## config.mk

```make
export PLATFORM = sky130hd
export DESIGN_NAME = mem_arbiter_flat
export DESIGN_NICKNAME = d
export VERILOG_FILES = /design/src/rtl/mem_arbiter_if.sv /design/src/rtl/mem_arbiter.sv /design/src/flat_wrapper.sv
export SDC_FILE = /design/constraint.sdc
export NUM_CORES = 1
export LEC_CHECK = 0
export BUFFER_PORTS_ARGS = -buffer_cell sky130_fd_sc_hd__buf_2
export CAP_MARGIN = 20
export CELL_PAD_IN_SITES_DETAIL_PLACEMENT = 1
export CELL_PAD_IN_SITES_GLOBAL_PLACEMENT = 1
export CORE_MARGIN = 3
export CORE_UTILIZATION = 19
export CTS_CLUSTER_DIAMETER = 200
export DETAILED_ROUTE_END_ITERATION = 8
export GPL_ROUTABILITY_DRIVEN = 1
export GPL_TIMING_DRIVEN = 0
export HOLD_SLACK_MARGIN = 0.15
export PLACE_DENSITY = 0.85
export SYNTH_ARGS = -nofsm -noshare
export SYNTH_HDL_FRONTEND = slang
export SYNTH_SLANG_ARGS = --single-unit
```

## constraint.sdc

```tcl
create_clock -name clk -period 1.4 [get_ports clk]
set_input_delay 0 -clock clk [delete_from_list [all_inputs] [get_ports clk]]
set_output_delay 0 -clock clk [all_outputs]
set_load 0.005 [all_outputs]
```

## src/rtl/mem_arbiter_if.sv

```systemverilog
// mem_arbiter_if: fetch port, load/store port and RAM-side signals of the shared-memory arbiter.
// Latency: none; this is only a signal bundle.
// Backpressure: requesters hold req/addr until the matching gnt is seen.
interface mem_arbiter_if #(
  parameter int unsigned ADDR_W = 32
);
  logic              i_req;
  logic [ADDR_W-1:0] i_addr;
  logic              i_gnt;
  logic              i_rvalid;
  logic [31:0]       i_rdata;

  logic              d_req;
  logic              d_we;
  logic [ADDR_W-1:0] d_addr;
  logic [1:0]        d_size;
  logic              d_signed;
  logic [31:0]       d_wdata;
  logic              d_gnt;
  logic              d_rvalid;
  logic [31:0]       d_rdata;
  logic              d_err;

  logic              mem_en;
  logic [3:0]        mem_we;
  logic [ADDR_W-3:0] mem_addr;
  logic [31:0]       mem_wdata;
  logic [31:0]       mem_rdata;

  modport slave (
    input  i_req, i_addr, d_req, d_we, d_addr, d_size, d_signed, d_wdata, mem_rdata,
    output i_gnt, i_rvalid, i_rdata, d_gnt, d_rvalid, d_rdata, d_err,
           mem_en, mem_we, mem_addr, mem_wdata
  );

  modport master (
    output i_req, i_addr, d_req, d_we, d_addr, d_size, d_signed, d_wdata, mem_rdata,
    input  i_gnt, i_rvalid, i_rdata, d_gnt, d_rvalid, d_rdata, d_err,
           mem_en, mem_we, mem_addr, mem_wdata
  );
endinterface

```

## src/rtl/mem_arbiter.sv

```systemverilog
// mem_arbiter: single-port RAM arbiter, data priority with fetch starvation bound; ARB_RANGE_CHECK_EN adds fault checks.
// Latency: grant and RAM strobes combinational; rvalid/rdata one cycle after the accepting edge.
// Backpressure: requests are held until gnt; fetch is forced to win after MAX_WAIT consecutive denials.
module mem_arbiter #(
  parameter int unsigned       ADDR_W     = 32,
  parameter logic [ADDR_W-1:0] DMEM_START = 32'h0020_0000,
  parameter logic [ADDR_W-1:0] DMEM_END   = 32'h0025_0000,
  parameter int unsigned       MAX_WAIT   = 4
) (
  input  logic         clk,
  input  logic         rst_n,
  mem_arbiter_if.slave bus
);

`ifdef ARB_RANGE_CHECK_EN
  localparam bit range_chk_en = 1'b1;
`else
  localparam bit range_chk_en = 1'b0;
`endif

  localparam int unsigned      CNT_W   = (MAX_WAIT < 1) ? 1 : $clog2(MAX_WAIT + 1);
  localparam logic [CNT_W-1:0] CNT_MAX = CNT_W'(MAX_WAIT);

  typedef enum logic [2:0] {
    RSP_NONE,
    RSP_I_RD,
    RSP_D_RD,
    RSP_D_WR,
    RSP_D_ERR
  } rsp_e;

  rsp_e             rsp_q, rsp_d;
  logic [CNT_W-1:0] starve_cnt_q, starve_cnt_d;
  logic [1:0]       off_q, off_d;
  logic [1:0]       size_q, size_d;
  logic             sgn_q, sgn_d;

  logic        i_win, d_win;
  logic        d_misaligned, d_in_range, d_fault;
  logic [1:0]  d_off;
  logic [3:0]  d_strb;
  logic [31:0] d_wlane;
  logic [15:0] rd_half;
  logic [7:0]  rd_byte;
  logic [31:0] ld_val;

  // Fetch addresses are word-aligned; the low bits carry no information.
  logic unused_i_lsb;
  assign unused_i_lsb = ^bus.i_addr[1:0];

  // Lane steering and alignment for the current data request.
  always_comb begin
    d_off        = 2'b00;
    d_strb       = 4'b1111;
    d_wlane      = bus.d_wdata;
    d_misaligned = 1'b0;
    case (bus.d_size)
      2'd0: begin
        d_off   = bus.d_addr[1:0];
        d_strb  = 4'b0001 << bus.d_addr[1:0];
        d_wlane = {4{bus.d_wdata[7:0]}};
      end
      2'd1: begin
        d_off        = {bus.d_addr[1], 1'b0};
        d_strb       = 4'b0011 << {bus.d_addr[1], 1'b0};
        d_wlane      = {2{bus.d_wdata[15:0]}};
        d_misaligned = bus.d_addr[0];
      end
      default: begin
        d_misaligned = |bus.d_addr[1:0];
      end
    endcase
    d_in_range = (bus.d_addr >= DMEM_START) && (bus.d_addr < DMEM_END);
    d_fault    = range_chk_en && (d_misaligned || !d_in_range);
  end

  always_comb begin
    i_win = 1'b0;
    d_win = 1'b0;
    if (rst_n) begin
      if (bus.i_req && (starve_cnt_q == CNT_MAX)) begin
        i_win = 1'b1;
      end else if (bus.d_req) begin
        d_win = 1'b1;
      end else if (bus.i_req) begin
        i_win = 1'b1;
      end
    end
  end

  // A faulting data access still wins the slot but never reaches the RAM.
  always_comb begin
    bus.i_gnt     = i_win;
    bus.d_gnt     = d_win;
    bus.mem_en    = i_win || (d_win && !d_fault);
    bus.mem_we    = '0;
    bus.mem_addr  = '0;
    bus.mem_wdata = '0;
    if (i_win) begin
      bus.mem_addr = bus.i_addr[ADDR_W-1:2];
    end else if (d_win && !d_fault) begin
      bus.mem_addr = bus.d_addr[ADDR_W-1:2];
      if (bus.d_we) begin
        bus.mem_we    = d_strb;
        bus.mem_wdata = d_wlane;
      end
    end
  end

  always_comb begin
    starve_cnt_d = '0;
    if (bus.i_req && !i_win) begin
      starve_cnt_d = (starve_cnt_q == CNT_MAX) ? starve_cnt_q : starve_cnt_q + 1'b1;
    end
  end

  always_comb begin
    rsp_d  = RSP_NONE;
    off_d  = off_q;
    size_d = size_q;
    sgn_d  = sgn_q;
    if (i_win) begin
      rsp_d = RSP_I_RD;
    end else if (d_win) begin
      if (d_fault) begin
        rsp_d = RSP_D_ERR;
      end else if (bus.d_we) begin
        rsp_d = RSP_D_WR;
      end else begin
        rsp_d = RSP_D_RD;
      end
      off_d  = d_off;
      size_d = bus.d_size;
      sgn_d  = bus.d_signed;
    end
  end

  always_ff @(posedge clk or negedge rst_n) begin
    if (!rst_n) begin
      rsp_q        <= RSP_NONE;
      starve_cnt_q <= '0;
      off_q        <= 2'b00;
      size_q       <= 2'b00;
      sgn_q        <= 1'b0;
    end else begin
      rsp_q        <= rsp_d;
      starve_cnt_q <= starve_cnt_d;
      off_q        <= off_d;
      size_q       <= size_d;
      sgn_q        <= sgn_d;
    end
  end

  // Load extraction uses the offset captured at grant, already truncated to the size's alignment.
  always_comb begin
    rd_half = off_q[1] ? bus.mem_rdata[31:16] : bus.mem_rdata[15:0];
    rd_byte = off_q[0] ? rd_half[15:8] : rd_half[7:0];
    case (size_q)
      2'd0:    ld_val = sgn_q ? {{24{rd_byte[7]}}, rd_byte} : {24'h0, rd_byte};
      2'd1:    ld_val = sgn_q ? {{16{rd_half[15]}}, rd_half} : {16'h0, rd_half};
      default: ld_val = bus.mem_rdata;
    endcase
  end

  always_comb begin
    bus.i_rvalid = (rsp_q == RSP_I_RD);
    bus.i_rdata  = (rsp_q == RSP_I_RD) ? bus.mem_rdata : 32'h0;
    bus.d_rvalid = (rsp_q == RSP_D_RD) || (rsp_q == RSP_D_WR) || (rsp_q == RSP_D_ERR);
    bus.d_rdata  = (rsp_q == RSP_D_RD) ? ld_val : 32'h0;
    bus.d_err    = range_chk_en && (rsp_q == RSP_D_ERR);
  end

endmodule

```

## src/flat_wrapper.sv

```systemverilog
// flat-port wrapper written by rule: the top's interface ports become plain ports
module mem_arbiter_flat 
#(
  parameter int unsigned       ADDR_W     = 32,
  parameter logic [ADDR_W-1:0] DMEM_START = 32'h0020_0000,
  parameter logic [ADDR_W-1:0] DMEM_END   = 32'h0025_0000,
  parameter int unsigned       MAX_WAIT   = 4
)
  (clk, rst_n, bus_i_req, bus_i_addr, bus_d_req, bus_d_we, bus_d_addr, bus_d_size, bus_d_signed, bus_d_wdata, bus_mem_rdata, bus_i_gnt, bus_i_rvalid, bus_i_rdata, bus_d_gnt, bus_d_rvalid, bus_d_rdata, bus_d_err, bus_mem_en, bus_mem_we, bus_mem_addr, bus_mem_wdata);
  mem_arbiter_if #(.ADDR_W(ADDR_W)) bus_i ();
  input  logic clk;
  input  logic rst_n;
  input wire logic [$bits(bus_i.i_req)-1:0] bus_i_req;
  input wire logic [$bits(bus_i.i_addr)-1:0] bus_i_addr;
  input wire logic [$bits(bus_i.d_req)-1:0] bus_d_req;
  input wire logic [$bits(bus_i.d_we)-1:0] bus_d_we;
  input wire logic [$bits(bus_i.d_addr)-1:0] bus_d_addr;
  input wire logic [$bits(bus_i.d_size)-1:0] bus_d_size;
  input wire logic [$bits(bus_i.d_signed)-1:0] bus_d_signed;
  input wire logic [$bits(bus_i.d_wdata)-1:0] bus_d_wdata;
  input wire logic [$bits(bus_i.mem_rdata)-1:0] bus_mem_rdata;
  output wire logic [$bits(bus_i.i_gnt)-1:0] bus_i_gnt;
  output wire logic [$bits(bus_i.i_rvalid)-1:0] bus_i_rvalid;
  output wire logic [$bits(bus_i.i_rdata)-1:0] bus_i_rdata;
  output wire logic [$bits(bus_i.d_gnt)-1:0] bus_d_gnt;
  output wire logic [$bits(bus_i.d_rvalid)-1:0] bus_d_rvalid;
  output wire logic [$bits(bus_i.d_rdata)-1:0] bus_d_rdata;
  output wire logic [$bits(bus_i.d_err)-1:0] bus_d_err;
  output wire logic [$bits(bus_i.mem_en)-1:0] bus_mem_en;
  output wire logic [$bits(bus_i.mem_we)-1:0] bus_mem_we;
  output wire logic [$bits(bus_i.mem_addr)-1:0] bus_mem_addr;
  output wire logic [$bits(bus_i.mem_wdata)-1:0] bus_mem_wdata;
  assign bus_i.i_req = bus_i_req;
  assign bus_i.i_addr = bus_i_addr;
  assign bus_i.d_req = bus_d_req;
  assign bus_i.d_we = bus_d_we;
  assign bus_i.d_addr = bus_d_addr;
  assign bus_i.d_size = bus_d_size;
  assign bus_i.d_signed = bus_d_signed;
  assign bus_i.d_wdata = bus_d_wdata;
  assign bus_i.mem_rdata = bus_mem_rdata;
  assign bus_i_gnt = bus_i.i_gnt;
  assign bus_i_rvalid = bus_i.i_rvalid;
  assign bus_i_rdata = bus_i.i_rdata;
  assign bus_d_gnt = bus_i.d_gnt;
  assign bus_d_rvalid = bus_i.d_rvalid;
  assign bus_d_rdata = bus_i.d_rdata;
  assign bus_d_err = bus_i.d_err;
  assign bus_mem_en = bus_i.mem_en;
  assign bus_mem_we = bus_i.mem_we;
  assign bus_mem_addr = bus_i.mem_addr;
  assign bus_mem_wdata = bus_i.mem_wdata;
  mem_arbiter #(.ADDR_W(ADDR_W), .DMEM_START(DMEM_START), .DMEM_END(DMEM_END), .MAX_WAIT(MAX_WAIT)) u_core (.clk(clk), .rst_n(rst_n), .bus(bus_i));
endmodule
```

### Word level (Yosys, flattened, before mapping)

Cells that the tools add are included.

* flip-flop bits (word level): 11
* word-level logic and storage cells: 56
* output and inout bits: 136

* reduce and logical (&&, ||, !) cells: 9
* equal/unequal tests: 8
* muxes and demuxes: 30
* shifts and indexed selects: 2
* add/sub/neg operators: 1
* bitwise logic cells: 1

Operators by type and width (number)
* 2-to-1 mux 32 bit: 7
* one-hot mux 32 bit (2 select lines): 2
* 2-to-1 mux 30 bit: 2
* 2-to-1 mux 16 bit: 1
* 2-to-1 mux 3 bit: 4
* 2-to-1 mux 4 bit: 3
* 2-to-1 mux 1 bit: 8
* 2-to-1 mux 8 bit: 1
* one-hot mux 4 bit (2 select lines): 1
* equality test 3 x 2 -> 1 bit, second input constant: 2
* equality test 3 bit, second input constant: 2
* equality test 2 x 1 -> 1 bit, second input constant: 2
* logical NOT 2 bit: 2
* one-hot mux 2 bit (2 select lines): 1
* << shifter 1 x 2 -> 4 bit, first input constant: 1
* << shifter 2 x 2 -> 4 bit, first input constant: 1
* adder 3 x 1 -> 3 bit, second input constant: 1
* equality test 3 x 1 -> 1 bit, second input constant: 1
* logical OR 1 bit: 3
* logical AND 1 bit: 2
* != test 2 bit, second input constant: 1
* AND reduction 2 bit: 1
* logical NOT 1 bit: 1
* inverter 1 bit: 1

### Logic depth before layout (Yosys ltp)

* word-level depth: 7
* mapped depth: 7

### Worst setup path after synthesis

No wires, ideal clock.

* path kind: reg-to-reg
* start point: register u_core.starve_cnt_q[0]
* end point: register u_core.size_q[0]
* path slack: -0.142 ns
* required time: 1.272 ns
* clock period less this slack: 1.542 ns
* arrival time: 1.414 ns
* stages on the path, launching flop included: 7
* path buffers: 1
* path through: dfrtp_1 -> inv_1 -> ha_1 -> nand2_2 -> o211a_1 -> buf_6 -> mux2_1

* longest elaborated chain between the ends: 6

Ends and longest elaborated chain
* start: declaration: RTL line mem_arbiter.sv:33 `logic [CNT_W-1:0] starve_cnt_q, starve_cnt_d;`
* start signal: assignment: RTL line mem_arbiter.sv:147 `starve_cnt_q <= starve_cnt_d;`
* equality test 3 bit *: RTL line mem_arbiter.sv:81 `if (bus.i_req && (starve_cnt_q == CNT_MAX)) begin`
* logical AND 1 bit *: RTL line mem_arbiter.sv:81
* 2-to-1 mux 1 bit: RTL line mem_arbiter.sv:81
* 2-to-1 mux 1 bit: RTL line mem_arbiter.sv:80 `if (rst_n) begin`
* inverter 1 bit (no source line)
* AND reduction 2 bit (no source line) *
* end signal: assignment: RTL line mem_arbiter.sv:149 `size_q <= size_d;`
* end: declaration: RTL line mem_arbiter.sv:35 `logic [1:0] size_q, size_d;`

Every way passes the cells marked *; elsewhere a longest branch is shown, timed or not.
A chain may end at the register's enable or synchronous reset.

### Worst setup path in the final report

* start point: register u_core.starve_cnt_q[0]
* end point: output bus_mem_addr[5]

* longest elaborated chain between the ends: 6

Ends and longest elaborated chain
* equality test 3 bit *: RTL line mem_arbiter.sv:81
* logical AND 1 bit *: RTL line mem_arbiter.sv:81
* 2-to-1 mux 1 bit: RTL line mem_arbiter.sv:81
* 2-to-1 mux 1 bit: RTL line mem_arbiter.sv:80
* 2-to-1 mux 30 bit: RTL line mem_arbiter.sv:101 `end else if (d_win && !d_fault) begin`
* 2-to-1 mux 30 bit *: RTL line mem_arbiter.sv:99 `if (i_win) begin`
* end: declaration: RTL line flat_wrapper.sv:31 `output wire logic [$bits(bus_i.mem_addr)-1:0] bus_mem_addr;`

Marked as above.

==> results.yml <==
sta:
  rsz0062_at_grt: "true"
  whs_ns: 0.203
  finalCritPeriodShare: 1.29
  tightestPinTransition_ns: 0.675
  slew_headroom: 0.548
  min_period_ns: 1.81
  hold_violations: 0
  finalMaxSlewViolations: 0
  setup_violations: 129
  clock_skew_ns: 0.00560
  timing.final.ws_setup_ns: -0.411
  timing.fmax_mhz: 552
setup_path:
  start_kind: "flip-flop"
  crit_type: "reg2out"
  path_max_fanout: 10
  crit_required_ns: 1.40
  crit_start: "u_core.starve_cnt_q[0]"
  cp-end-kind: "output port"
  reg2reg_from: "u_core.starve_cnt_q[0]"
  arrival_ns: 1.81
power_and_ir_drop:
  p_total_mw: 2.85
  power_density_nw_per_um2: 517
  vdd_drop_max_mv: 0.320
  p_leak_nw: 2.85
grt:
  grt_pass1_vias: 4384
  antenna_found_initial: 0
  grt_pass1_wl_um: 25000
  gr-total-overflow: 0
  grt_usage: 0.225
  grt_max_degree: 11
clocking:
  clockRootBuffer: "clkbuf_16"
  clock_latency_ns: 0.23
  numCtsBuffers: 3
  cts_tree: "built"
  cts.path.max_buffers: 2
  clkSinkCount: 10
  htreeDepth: 1
  clk_pin_slew_ns: 0.04
cells_and_area:
  fin_cells: 818
  fin_area_um2: 5510
  multi_input_area_um2: 2540
  n_fill_cell: 1527
  drive_above_1_share: 0.703
  regArea_um2: 253
  fin_util: 0.452
  fin_nets: 790
  diodes: 0
  area_growth_syn_to_layout_pct: 129
floorplan:
  die_w_um: 119
  coreArea_um2: 12200
  pin_count: 272
  die-height_um: 119
  rows: 40
  fp.dieArea_um2: 14000
  initial_utilization: 0.197
detailed_routing:
  first_pass_iters: 4
  drc: 0
  viasPerCell: 5.01
  routedWlPerCell_um: 21.8
  antenna_left: 0
  vias: 4100
  drtIter0Drc: 168
  wl_um: 17800
status:
  status: "finished with violations"
  violations: "negative setup slack"
synth:
  synth.area.mux_share: 0.160
  synthSimpleGateAreaFrac: 0.243
  synth_nets: 472
  synth_top_area_frac: 0.109
  ys.flop_type: "dfrtp_1"
  synth-xor-area-share: 0
  synthAdderAreaFrac: 0.0104
  synth-seq-cells: 10
  yosys_warnings: 0
  yosysTopAreaCell: "a22o_1"
  synth_common_cells: "32 x and2_1, 30 x a22o_1, 27 x nand2_1"
  syn_area_per_cell_um2: 7.20
  synth_top_family_by_area: "compound AO/OA/AOI/OAI gates"
  ys_seq_area_frac: 0.104
  synth.distinct_cells: 49
  ys_top_cells_by_area: "a22o_1 11%, dfrtp_1 10%, mux2_2 8.4%"
  synth_edf_count: 0
  synth_compound_area_frac: 0.367
  async_reset_ff_frac: 1.00
  synthMostInstantiatedCell: "and2_1"
  netlist_instances: 334
  syn_area_um2: 2400
placed_design:
  place_area_um2: 3990
  dp.cells: 770
  place.gp.congestion: 0.836
  portBuffers: 268
  hpwl_um: 12400
flow_run:
  drv_cap: 0
worst_hold_path:
  worstHoldPathType: "in2reg"
  min-delay-start: "bus_d_addr[1]"
## per-stage QoR
| stage | worst slack [ns] | setup TNS [ns] |
|---|---|---|
| 2_1_floorplan | -0.0499 | -0.225 |
| 3_3_place_gp | -0.289 | -21.85 |
| 3_5_place_dp | -0.304 | -25.27 |
| 4_1_cts | -0.399 | -32.02 |
| 5_1_grt | -0.481 | -43.55 |
| 6_report | -0.411 | -35.93 |
## sequential cells by signal, indices dropped and copies added, names as in the netlist
register / count
u_core.starve_cnt_q: 3
u_core.off_q: 2
u_core.size_q: 2
u_core.rsp_q: 2
u_core.sgn_q: 1
## placed cells by master (no fill, tap or decap), types with 6 or more instances in the layout
cell type  synthesis  routed
dfrtp_1           10       8
a211oi_2           0       7
inv_1             20      18
o2bb2ai_2          0      10
buf_4              2      28
buf_8              0       9
mux2_4             1      10
buf_2             14     240
o32ai_4            0       6
a22o_1            30      30
mux2i_1           11      11
nor2_1            15      13
nand3_1           10       9
and2_4             0      22
and3_1             9       8
buf_6              4      55
and2_1            32      10
nand2_1           27      27
o21ai_0           11      11
clkbuf_1          16       6
a21oi_1           22      17
mux2_2            18      12
## per-layer routing
layer	global-route usage	share of wire	vias up
met2	0.463	0.56	236
li1	-	-	1870
met3	0.0402	0.069	28
met1	0.217	0.34	1966
met4	0.0833	0.030	0
met5	0	0	-
## layout make-up
type                       instances  share of cell area
tap                              168              0.0381
buffer                            33              0.0599
clock buffer                       3              0.0136
inverter                          22              0.0159
timing repair buffer             316               0.366
sequential                        10              0.0458
multi-input combinational        266               0.460
## path summary, 6_finish.rpt
check	endpoint	slack, ns	depth (start not counted)
worst max-delay path	bus_mem_addr[5]	-0.41	8
worst min-delay path	u_core.off_q[1]	0.20	4
worst max register to register	u_core.size_q[0]	-0.32	8
worst min register to register	u_core.sgn_q	0.72	1
max in group asynchronous	u_core.off_q[0]	0.74	2
min in group asynchronous	u_core.starve_cnt_q[0]	0.29	2
## repair_timing
| action | in CTS | in global routing |
|---|---|---|
| pin swaps | 44 | 21 |
| hold buffers | 5 | 0 |
| setup buffers | 28 | 8 |
| cloned | 6 | 2 |
| endpoints found under the hold margin | 16 | 0 |
| gates resized for setup | 153 | 78 |
| endpoints found under the setup margin | 140 | 136 |
## kinds of logic (layout without fill, tap and decap cells)
| logic type | count (synthesis) | after routing |
|---|---|---|
| and+or+nand+nor | 112 | 112 |
| DFF | 10 | 10 |
| other | 1 | 1 |
| muxes | 34 | 34 |
| adders and majority gates | 2 | 2 |
| AOI/OAI and AO/OA | 117 | 117 |
| buffers and inverters | 58 | 374 |
## critical path, stage by stage (launching register included)
cell,delay [ns]
dfrtp_1,0.38
inv_2,0.09
ha_4,0.15
nand2_4,0.07
o211a_1,0.23
buf_6,0.14
buf_6,0.14
a22o_1,0.24
buf_2,0.13
## power by group
group          switching, mW  internal [mW]
registers             0.0389          0.321
logic                  0.996           1.00
clock network          0.125          0.370
total                   1.16           1.69
Note: power is estimated with default switching activity, not from simulation.
